**src/rtl/usrt_pkg.sv**
```systemverilog
// Shared USRT types and constants, used by the TX shifter and the parity/framing stage.
package usrt_pkg;

  typedef enum logic [1:0] {
    IDLE  = 2'd0,
    SHIFT = 2'd1,
    GAP   = 2'd2,
    DONE  = 2'd3
  } usrt_state_e;

  localparam int unsigned USRT_FRAME_W   = 11;
  localparam logic        USRT_LINE_IDLE = 1'b1;

endpackage

```
**src/rtl/usrt_baud_gen.sv**
```systemverilog
// Bit-period divider for the USRT TX path: produces the bit boundary tick and serial clock level.
// USRT_TX_SCLK_GATE_EN: sclk toggles only while gate is set and the divider idles at 0 when not running.
module usrt_baud_gen
  import usrt_pkg::*;
#(
  parameter int unsigned CLK_DIV = 16
) (
  input  logic clk,
  input  logic rst,
  input  logic restart,
  input  logic run,
  input  logic gate,
  output logic bit_tick,
  output logic sclk_lvl
);

  localparam int unsigned DIV_W = $clog2(CLK_DIV);
  localparam logic [DIV_W-1:0] DIV_MAX = DIV_W'(CLK_DIV - 1);
  localparam logic [DIV_W-1:0] DIV_HALF = DIV_W'(CLK_DIV / 2);

  logic [DIV_W-1:0] div_q;
  logic [DIV_W-1:0] div_d;
  logic             sclk_q;
  logic             sclk_d;

  // Next divider count and the sclk level it implies; sclk is low for the first half of each bit
  always_comb begin
    div_d  = (div_q == DIV_MAX) ? '0 : div_q + DIV_W'(1);
    sclk_d = USRT_LINE_IDLE;
`ifdef USRT_TX_SCLK_GATE_EN
    if (restart || !run) div_d = '0;
    sclk_d = gate ? (div_d >= DIV_HALF) : USRT_LINE_IDLE;
`else
    if (restart) div_d = '0;
    sclk_d = (div_d >= DIV_HALF);
`endif
  end

`ifndef USRT_TX_SCLK_GATE_EN
  logic unused_gate_ctrl;
  assign unused_gate_ctrl = run ^ gate;
`endif

  always_ff @(posedge clk or posedge rst) begin
    if (rst) begin
      div_q  <= '0;
      sclk_q <= USRT_LINE_IDLE;
    end else begin
      div_q  <= div_d;
      sclk_q <= sclk_d;
    end
  end

  assign bit_tick = (div_q == DIV_MAX);
  assign sclk_lvl = sclk_q;

endmodule

```
**src/rtl/usrt_tx_shifter.sv**
```systemverilog
// USRT TX serialiser: accepts an assembled frame and shifts it out LSB first with a bit clock.
// USRT_TX_SCLK_GATE_EN selects a gated (SHIFT-only) serial clock; default is free-running.
module usrt_tx_shifter
  import usrt_pkg::*;
#(
  parameter int unsigned FRAME_W  = USRT_FRAME_W,
  parameter int unsigned CLK_DIV  = 16,
  parameter int unsigned GAP_BITS = 1
) (
  input  logic               i_Pclk,
  input  logic               i_Reset,
  input  logic [FRAME_W-1:0] i_Frame,
  input  logic               i_Valid,
  output logic               o_Ready,
  output logic               o_Tx,
  output logic               o_Sclk,
  output logic               o_Busy,
  output logic               o_Done
);

  localparam int unsigned BIT_W = $clog2(FRAME_W + 1);
  localparam int unsigned GAP_W = (GAP_BITS > 1) ? $clog2(GAP_BITS) : 1;
  localparam logic [BIT_W-1:0] LAST_BIT = BIT_W'(FRAME_W - 1);
  localparam logic [GAP_W-1:0] LAST_GAP = (GAP_BITS > 0) ? GAP_W'(GAP_BITS - 1) : '0;

  usrt_state_e        state_q, state_d;
  logic [FRAME_W-1:0] sr_q, sr_d;
  logic [BIT_W-1:0]   bit_q, bit_d;
  logic [GAP_W-1:0]   gap_q, gap_d;
  logic               accept;
  logic               bit_tick;
  logic               sclk_lvl;
  logic               tx_q, ready_q, busy_q, done_q;

  usrt_baud_gen #(
    .CLK_DIV (CLK_DIV)
  ) u_baud (
    .clk      (i_Pclk),
    .rst      (i_Reset),
    .restart  (accept),
    .run      ((state_d == SHIFT) || (state_d == GAP)),
    .gate     (state_d == SHIFT),
    .bit_tick (bit_tick),
    .sclk_lvl (sclk_lvl)
  );

  always_ff @(posedge i_Pclk or posedge i_Reset) begin
    if (i_Reset) state_q <= IDLE;
    else         state_q <= state_d;
  end

  // Next state plus datapath updates; the shift register refills with idle level as it drains
  always_comb begin
    state_d = state_q;
    sr_d    = sr_q;
    bit_d   = bit_q;
    gap_d   = gap_q;
    accept  = 1'b0;
    case (state_q)
      IDLE: begin
        if (i_Valid) begin
          accept  = 1'b1;
          state_d = SHIFT;
          sr_d    = i_Frame;
          bit_d   = '0;
        end
      end
      SHIFT: begin
        if (bit_tick) begin
          sr_d  = {USRT_LINE_IDLE, sr_q[FRAME_W-1:1]};
          bit_d = bit_q + BIT_W'(1);
          if (bit_q == LAST_BIT) begin
            gap_d   = '0;
            state_d = (GAP_BITS > 0) ? GAP : DONE;
          end
        end
      end
      GAP: begin
        if (bit_tick) begin
          if (gap_q == LAST_GAP) state_d = DONE;
          else                   gap_d   = gap_q + GAP_W'(1);
        end
      end
      DONE:    state_d = IDLE;
      default: state_d = IDLE;
    endcase
  end

  // Datapath and registered line/status outputs, all derived from the upcoming state
  always_ff @(posedge i_Pclk or posedge i_Reset) begin
    if (i_Reset) begin
      sr_q    <= '1;
      bit_q   <= '0;
      gap_q   <= '0;
      tx_q    <= USRT_LINE_IDLE;
      ready_q <= 1'b1;
      busy_q  <= 1'b0;
      done_q  <= 1'b0;
    end else begin
      sr_q    <= sr_d;
      bit_q   <= bit_d;
      gap_q   <= gap_d;
      tx_q    <= (state_d == SHIFT) ? sr_d[0] : USRT_LINE_IDLE;
      ready_q <= (state_d == IDLE);
      busy_q  <= (state_d != IDLE);
      done_q  <= (state_d == DONE);
    end
  end

  assign o_Tx    = tx_q;
  assign o_Sclk  = sclk_lvl;
  assign o_Ready = ready_q;
  assign o_Busy  = busy_q;
  assign o_Done  = done_q;

endmodule

```
**config.mk**
```make
export PLATFORM = sky130hd
export DESIGN_NAME = usrt_tx_shifter
export DESIGN_NICKNAME = d
export VERILOG_FILES = /design/src/rtl/usrt_pkg.sv /design/src/rtl/usrt_baud_gen.sv /design/src/rtl/usrt_tx_shifter.sv
export SDC_FILE = /design/constraint.sdc
export NUM_CORES = 1
export LEC_CHECK = 0
export CORE_MARGIN = 2
export CORE_UTILIZATION = 65
export CTS_CLUSTER_DIAMETER = 80
export CTS_CLUSTER_SIZE = 12
export DETAILED_ROUTE_END_ITERATION = 10
export DONT_BUFFER_PORTS = 1
export GPL_TIMING_DRIVEN = 0
export PLACE_DENSITY = 0.81
export SETUP_SLACK_MARGIN = 0.2
export SLEW_MARGIN = 20
export SYNTH_ARGS = -nofsm -noshare
export SYNTH_HDL_FRONTEND = slang
export SYNTH_SLANG_ARGS = --single-unit
```
**constraint.sdc**
```tcl
create_clock -name i_Pclk -period 3.34 [get_ports i_Pclk]
set_input_delay 0.668 -clock i_Pclk [delete_from_list [all_inputs] [get_ports i_Pclk]]
set_output_delay 0.668 -clock i_Pclk [all_outputs]
set_load 0.03 [all_outputs]
```
* Word-level counts from Yosys, hierarchy flattened
Cells that the tools add are included.
W data, S select, Z words.
** Storage, ports and cells
- Flip-flop bits (word level) :: 27
- Input port bits :: 14
- Output and inout bits :: 5
** Cells by class
- Add/sub/neg operators :: 3
- Magnitude comparators :: 1
- Equal/unequal tests :: 11
- Muxes and demuxes :: 22
- Reduce and logical (&&, ||, !) cells :: 7
** Operators with widths (number)
- $mux W11 :: 2
- $pmux W11 S2 :: 1
- $mux W4 :: 4
- $mux W2 :: 5
- $add A4 B1 Y4 const B :: 2
- $eq A4 B4 Y1 const B :: 2
- $ne A2 B2 Y1 const B :: 4
- $pmux W2 S4 :: 1
- $pmux W4 S2 :: 1
- $mux W1 :: 7
- $eq A2 B2 Y1 const B :: 3
- $reduce_bool A2 Y1 :: 3
- $eq A2 B1 Y1 const B :: 2
- $ge A4 B4 Y1 const B :: 1
- $logic_not A2 Y1 :: 2
- $reduce_and A4 Y1 :: 1
- $reduce_and A3 Y1 :: 1
- $pmux W1 S2 :: 1
- $add A1 B1 Y1 const B :: 1

* Logic depth before layout (Yosys ltp)
- Depth after elaboration :: 6
- Gate-level depth with buffers :: 6

* Cells and area by module
A second synthesis with hierarchy kept.
** Second synthesis, totals
- Cell total of the unflattened synthesis :: 107
- Area, all modules :: 1248.7 µm²
** Modules (own cells, without submodules)
- usrt_tx_shifter :: times used 1, cells an instance 89, area an instance 1041.0 µm²
- usrt_baud_gen :: times used 1, cells an instance 18, area an instance 207.7 µm²

* Worst setup path before layout
Ideal clock, no wire load.
- Path kind :: input to register
- Start point :: input port i_Valid
- End point :: register sr_q[1]
- Setup time :: 0.083 ns
- Arrival :: 1.570 ns
- Data required time :: 3.257 ns
- Setup slack :: 1.687 ns
- Cell stages on the path :: 4
- Buffers on the path :: 1
- Cell sequence :: or3b_4 > o21a_1 > buf_6 > a221o_1
** Between the ends
- Longest elaborated chain between the ends :: 2
** RTL lines
- start: declaration :: RTL line usrt_tx_shifter.sv:13 : input logic i_Valid,
- $ne A2 B2 Y1 (no line)
- $reduce_and A3 Y1 (no line)
- end signal: assignment :: RTL line usrt_tx_shifter.sv:100 : sr_q <= sr_d;
- end: declaration :: RTL line usrt_tx_shifter.sv:27 : logic [FRAME_W-1:0] sr_q, sr_d;
Every way passes these cells.
A chain may end at the register's enable or synchronous reset.

* Final worst setup path
- Start point :: register u_baud.div_q[0]
- End point :: register sr_q[8]
** Between the ends
- Longest elaborated chain between the ends :: 3
** RTL lines
- start: declaration :: RTL line usrt_baud_gen.sv:21 : logic [DIV_W-1:0] div_q;
- start signal: assignment :: RTL line usrt_baud_gen.sv:49 : div_q <= div_d;
- $eq A4 B4 Y1 :: RTL line usrt_baud_gen.sv:54 : assign bit_tick = (div_q == DIV_MAX);
- $ne A2 B2 Y1 (no line)
- $reduce_and A3 Y1 (no line)
Every way passes these cells.

==> flow_summary_export.csv <==
group,metric,value,unit
placed_design,postPlaceCellArea,1250,sq um
sta,rsz0062_at_grt,"false",
power_and_ir_drop,seqPwrFrac,58.2,%
final_layout,multi_input_area,494,sq um
die,io_pins,19,
grt,grt_pass1_wl,3.68,mm
final_layout,final_area,1280,sq um
cts,cts_setup_buffers,0,
sta,fin_crit,1.74,ns
final_layout,n_antenna_cell,0,
cts,cts_max_path_buffers,2,
cts,cts.root.buffer_cell,"clkbuf_4",
cts,insertion_delay,0.32,ns
grt,busiest_layer,"met2",
setup_path,rr_startpoint,"u_baud.div_q[0]",
yosys,synth_area,1210,sq um
setup_path,worstRegToRegCells,6,
power_and_ir_drop,clkPwrFrac,15.4,%
run,maxCapViolCount,0,
min_path,hold_path.class,"in -> async",
yosys,ys_seq_elements,26,
cts,cts.sinks,26,
grt,gr-usage-met3,4.62,%
setup_path,cp.arrival,2.00,ns
sta,tns,0,ns
yosys,avgSynthCellArea,11.4,sq um
cts,cts_tree,"built",
placed_design,dp_hpwl,1.58,mm
sta,hold_viol_final,0,
detailed_routing,vias,844,
grt,gr-total-overflow,0,
yosys,synth_nets,124,
power_and_ir_drop,power,1.01,mW
final_layout,fillers,130,
sta,finalSetupViolCount,0,
power_and_ir_drop,p_leak,0.545,nW
grt,grt.total_usage,24.2,%
detailed_routing,wl_per_cell,17.4,microns
die,start_util,69.6,%
cts,cts_made_buffers,3,
power_and_ir_drop,switching_share,33.1,%
cts,cts-resized-gates,0,
power_and_ir_drop,p_sw,0.336,mW
sta,fin_crit_sh,52.1,%
sta,slew_headroom,37.0,%
final_layout,final_common_cell,"dfstp_2",
grt,gr-usage-met1,32.4,%
placed_design,gp_congestion,0.749,
grt,antenna_found_initial,0,
final_layout,areaGrowthSynthToFinish,5.56,%
power_and_ir_drop,ir_drop,0.457,mV
status,status,"finished clean",
die,die-area,2230,sq um
yosys,postSynthCellCount,107,
yosys,synth.distinct_cells,36,
grt,grt_pass1_vias,800,
final_layout,final_cell_mix,"dfstp_2, dfrtp_1, and2_1",
power_and_ir_drop,pwr-share-comb,26.4,%
detailed_routing,avgViaCountPerCell,6.21,
placed_design,port_buffers,0,
setup_path,critPathCaptureType,"flip-flop",
cts,path_clk_slew,0.13,ns
setup_path,critPathLaunchType,"flip-flop",
grt,grt_max_degree,27,
yosys,yosysSeqAreaShare,55.0,%
setup_path,cp_max_fo,10,
die,rows,15,
detailed_routing,drtPass1Iterations,4,
grt,met2_usage,38.4,%
power_and_ir_drop,cellInternalPower,0.678,mW
cts,ctsHoldBuffers,0,
detailed_routing,drt-initial-drc-count,18,
detailed_routing,ant_nets,0,
sta,max_freq,575,MHz
detailed_routing,drc,0,
die,die_w,47.2,microns
final_layout,layout.area.seq,668,sq um
setup_path,cp.required,3.60,ns
sta,tightest_slew,0.944,ns
setup_path,regToRegSetupSlack,1.60,ns
sta,fin_skew,0.00223,ns
setup_path,path_class,"reg -> reg",
cts,htreeDepth,1,
yosys,yosysWarningCount,0,
final_layout,nNetsFinal,129,
die,core_region_area,1750,sq um
die,die_y,47.2,microns
power_and_ir_drop,power_density,790,nW/um^2
sta,slew_violations,0,
detailed_routing,drt_wl_total,2.36,mm
setup_path,r2r_end,"sr_q[8]",
final_layout,layout-drive-gt1-share,21.6,%
-- routing by layer --
metal	share of wire, %	wire, microns
met5	0	0
met4	2.0	47
met3	4.4	103
met2	50	1190
met1	43	1020
-- registers in the layout, indices dropped and copies added, names as in the netlist --
register,count
u_baud.div_q,4
o_Busy,1
u_baud.sclk_lvl,1
o_Ready,1
o_Tx,1
sr_q,11
state_q,2
bit_q,4
o_Done,1
-- cell usage after synthesis --
| cell type | instances | area share (%) |
|---|---|---|
| a21o_1 | 2 | 1.2 |
| a21oi_1 | 3 | 1.2 |
| a221o_1 | 9 | 7.4 |
| a311oi_1 | 1 | 0.72 |
| a31oi_1 | 1 | 0.52 |
| a32oi_1 | 1 | 0.72 |
| and2_1 | 10 | 5.1 |
| and3_1 | 1 | 0.52 |
| and3b_1 | 1 | 0.72 |
| buf_2 | 3 | 1.2 |
| buf_6 | 1 | 0.93 |
| clkbuf_1 | 3 | 0.93 |
| dfrtp_1 | 12 | 25 |
| dfstp_2 | 14 | 30 |
| ha_1 | 3 | 3.1 |
| inv_1 | 4 | 1.2 |
| mux2i_1 | 1 | 0.82 |
| nand2_1 | 1 | 0.31 |
| nand2b_1 | 2 | 1.0 |
| nand3_1 | 8 | 3.3 |
| nor2_1 | 8 | 2.5 |
| nor2b_1 | 1 | 0.52 |
| nor3_1 | 2 | 0.82 |
| nor3b_2 | 1 | 1.0 |
| nor4bb_1 | 1 | 0.82 |
| o21a_1 | 1 | 0.62 |
| o21ai_0 | 3 | 1.2 |
| o22ai_1 | 1 | 0.52 |
| o311a_1 | 1 | 0.82 |
| o311ai_0 | 1 | 0.72 |
| o31ai_1 | 1 | 0.62 |
| o32ai_1 | 1 | 0.72 |
| o41ai_1 | 1 | 0.72 |
| or3b_4 | 1 | 0.93 |
| or4_1 | 1 | 0.62 |
| xnor2_1 | 1 | 0.72 |
-- power by group through the flow --
stage | clock network [mW] | logic [mW] | registers, mW
4_1_cts | 0.159 | 0.271 | 0.587
3_5_place_dp | 0 | 0.262 | 0.590
2_1_floorplan | 0 | 0.218 | 0.564
6_report | 0.156 | 0.268 | 0.590
5_1_grt | 0.173 | 0.308 | 0.606
3_3_place_gp | 0 | 0.243 | 0.583
-- logic make-up (layout without fill, tap and decap cells) --
| group | after synthesis | in the layout | synth area share, % |
|---|---|---|---|
| flip-flops | 26 | 26 | 55.0 |
| adder cells (fa/ha/maj) | 3 | 3 | 3.09 |
| buffers and inverters | 11 | 15 | 4.32 |
| multiplexers | 1 | 1 | 0.824 |
| AND/OR/NAND/NOR | 38 | 38 | 18.2 |
| AO/OA/AOI/OAI | 27 | 27 | 17.8 |
| XOR/XNOR | 1 | 1 | 0.721 |
-- stage by stage --
step,hold WS [ns],utilization [%],setup WS (ns),std cells
6_report,0.437,73.5,1.60,136
5_1_grt,0.494,73.5,1.49,136
3_5_place_dp,0.499,71.4,1.62,132
3_3_place_gp,0.486,71.4,1.63,132
2_1_floorplan,0.456,-,1.69,107
4_1_cts,0.452,73.5,1.59,136
-- worst max-delay path, cell delays in order (launching register included) --
cell and delay, ns:
dfrtp_1 0.44, ha_1 0.27, nand3_1 0.12, buf_2 0.21
nor2_1 0.08, buf_2 0.19, a221o_1 0.37
-- cell type report --
type                            count  area share, %
Buffer                              7           2.93
Multi-Input combinational cell     70           38.5
Inverter                            4           1.17
Clock buffer                        4           2.83
Sequential cell                    26           52.1
Tap cell                           25           2.44
-- how the worst max path moves through the flow --
stage              end  depth (start not counted)            start
6_report       sr_q[8]                          6  u_baud.div_q[0]
5_1_grt        sr_q[2]                          6  u_baud.div_q[0]
4_1_cts        sr_q[8]                          6  u_baud.div_q[0]
3_5_place_dp   sr_q[2]                          4          i_Valid
3_3_place_gp   sr_q[8]                          4          i_Valid
2_1_floorplan  sr_q[1]                          4          i_Valid
No activity file was read; power rests on OpenSTA's default activity.
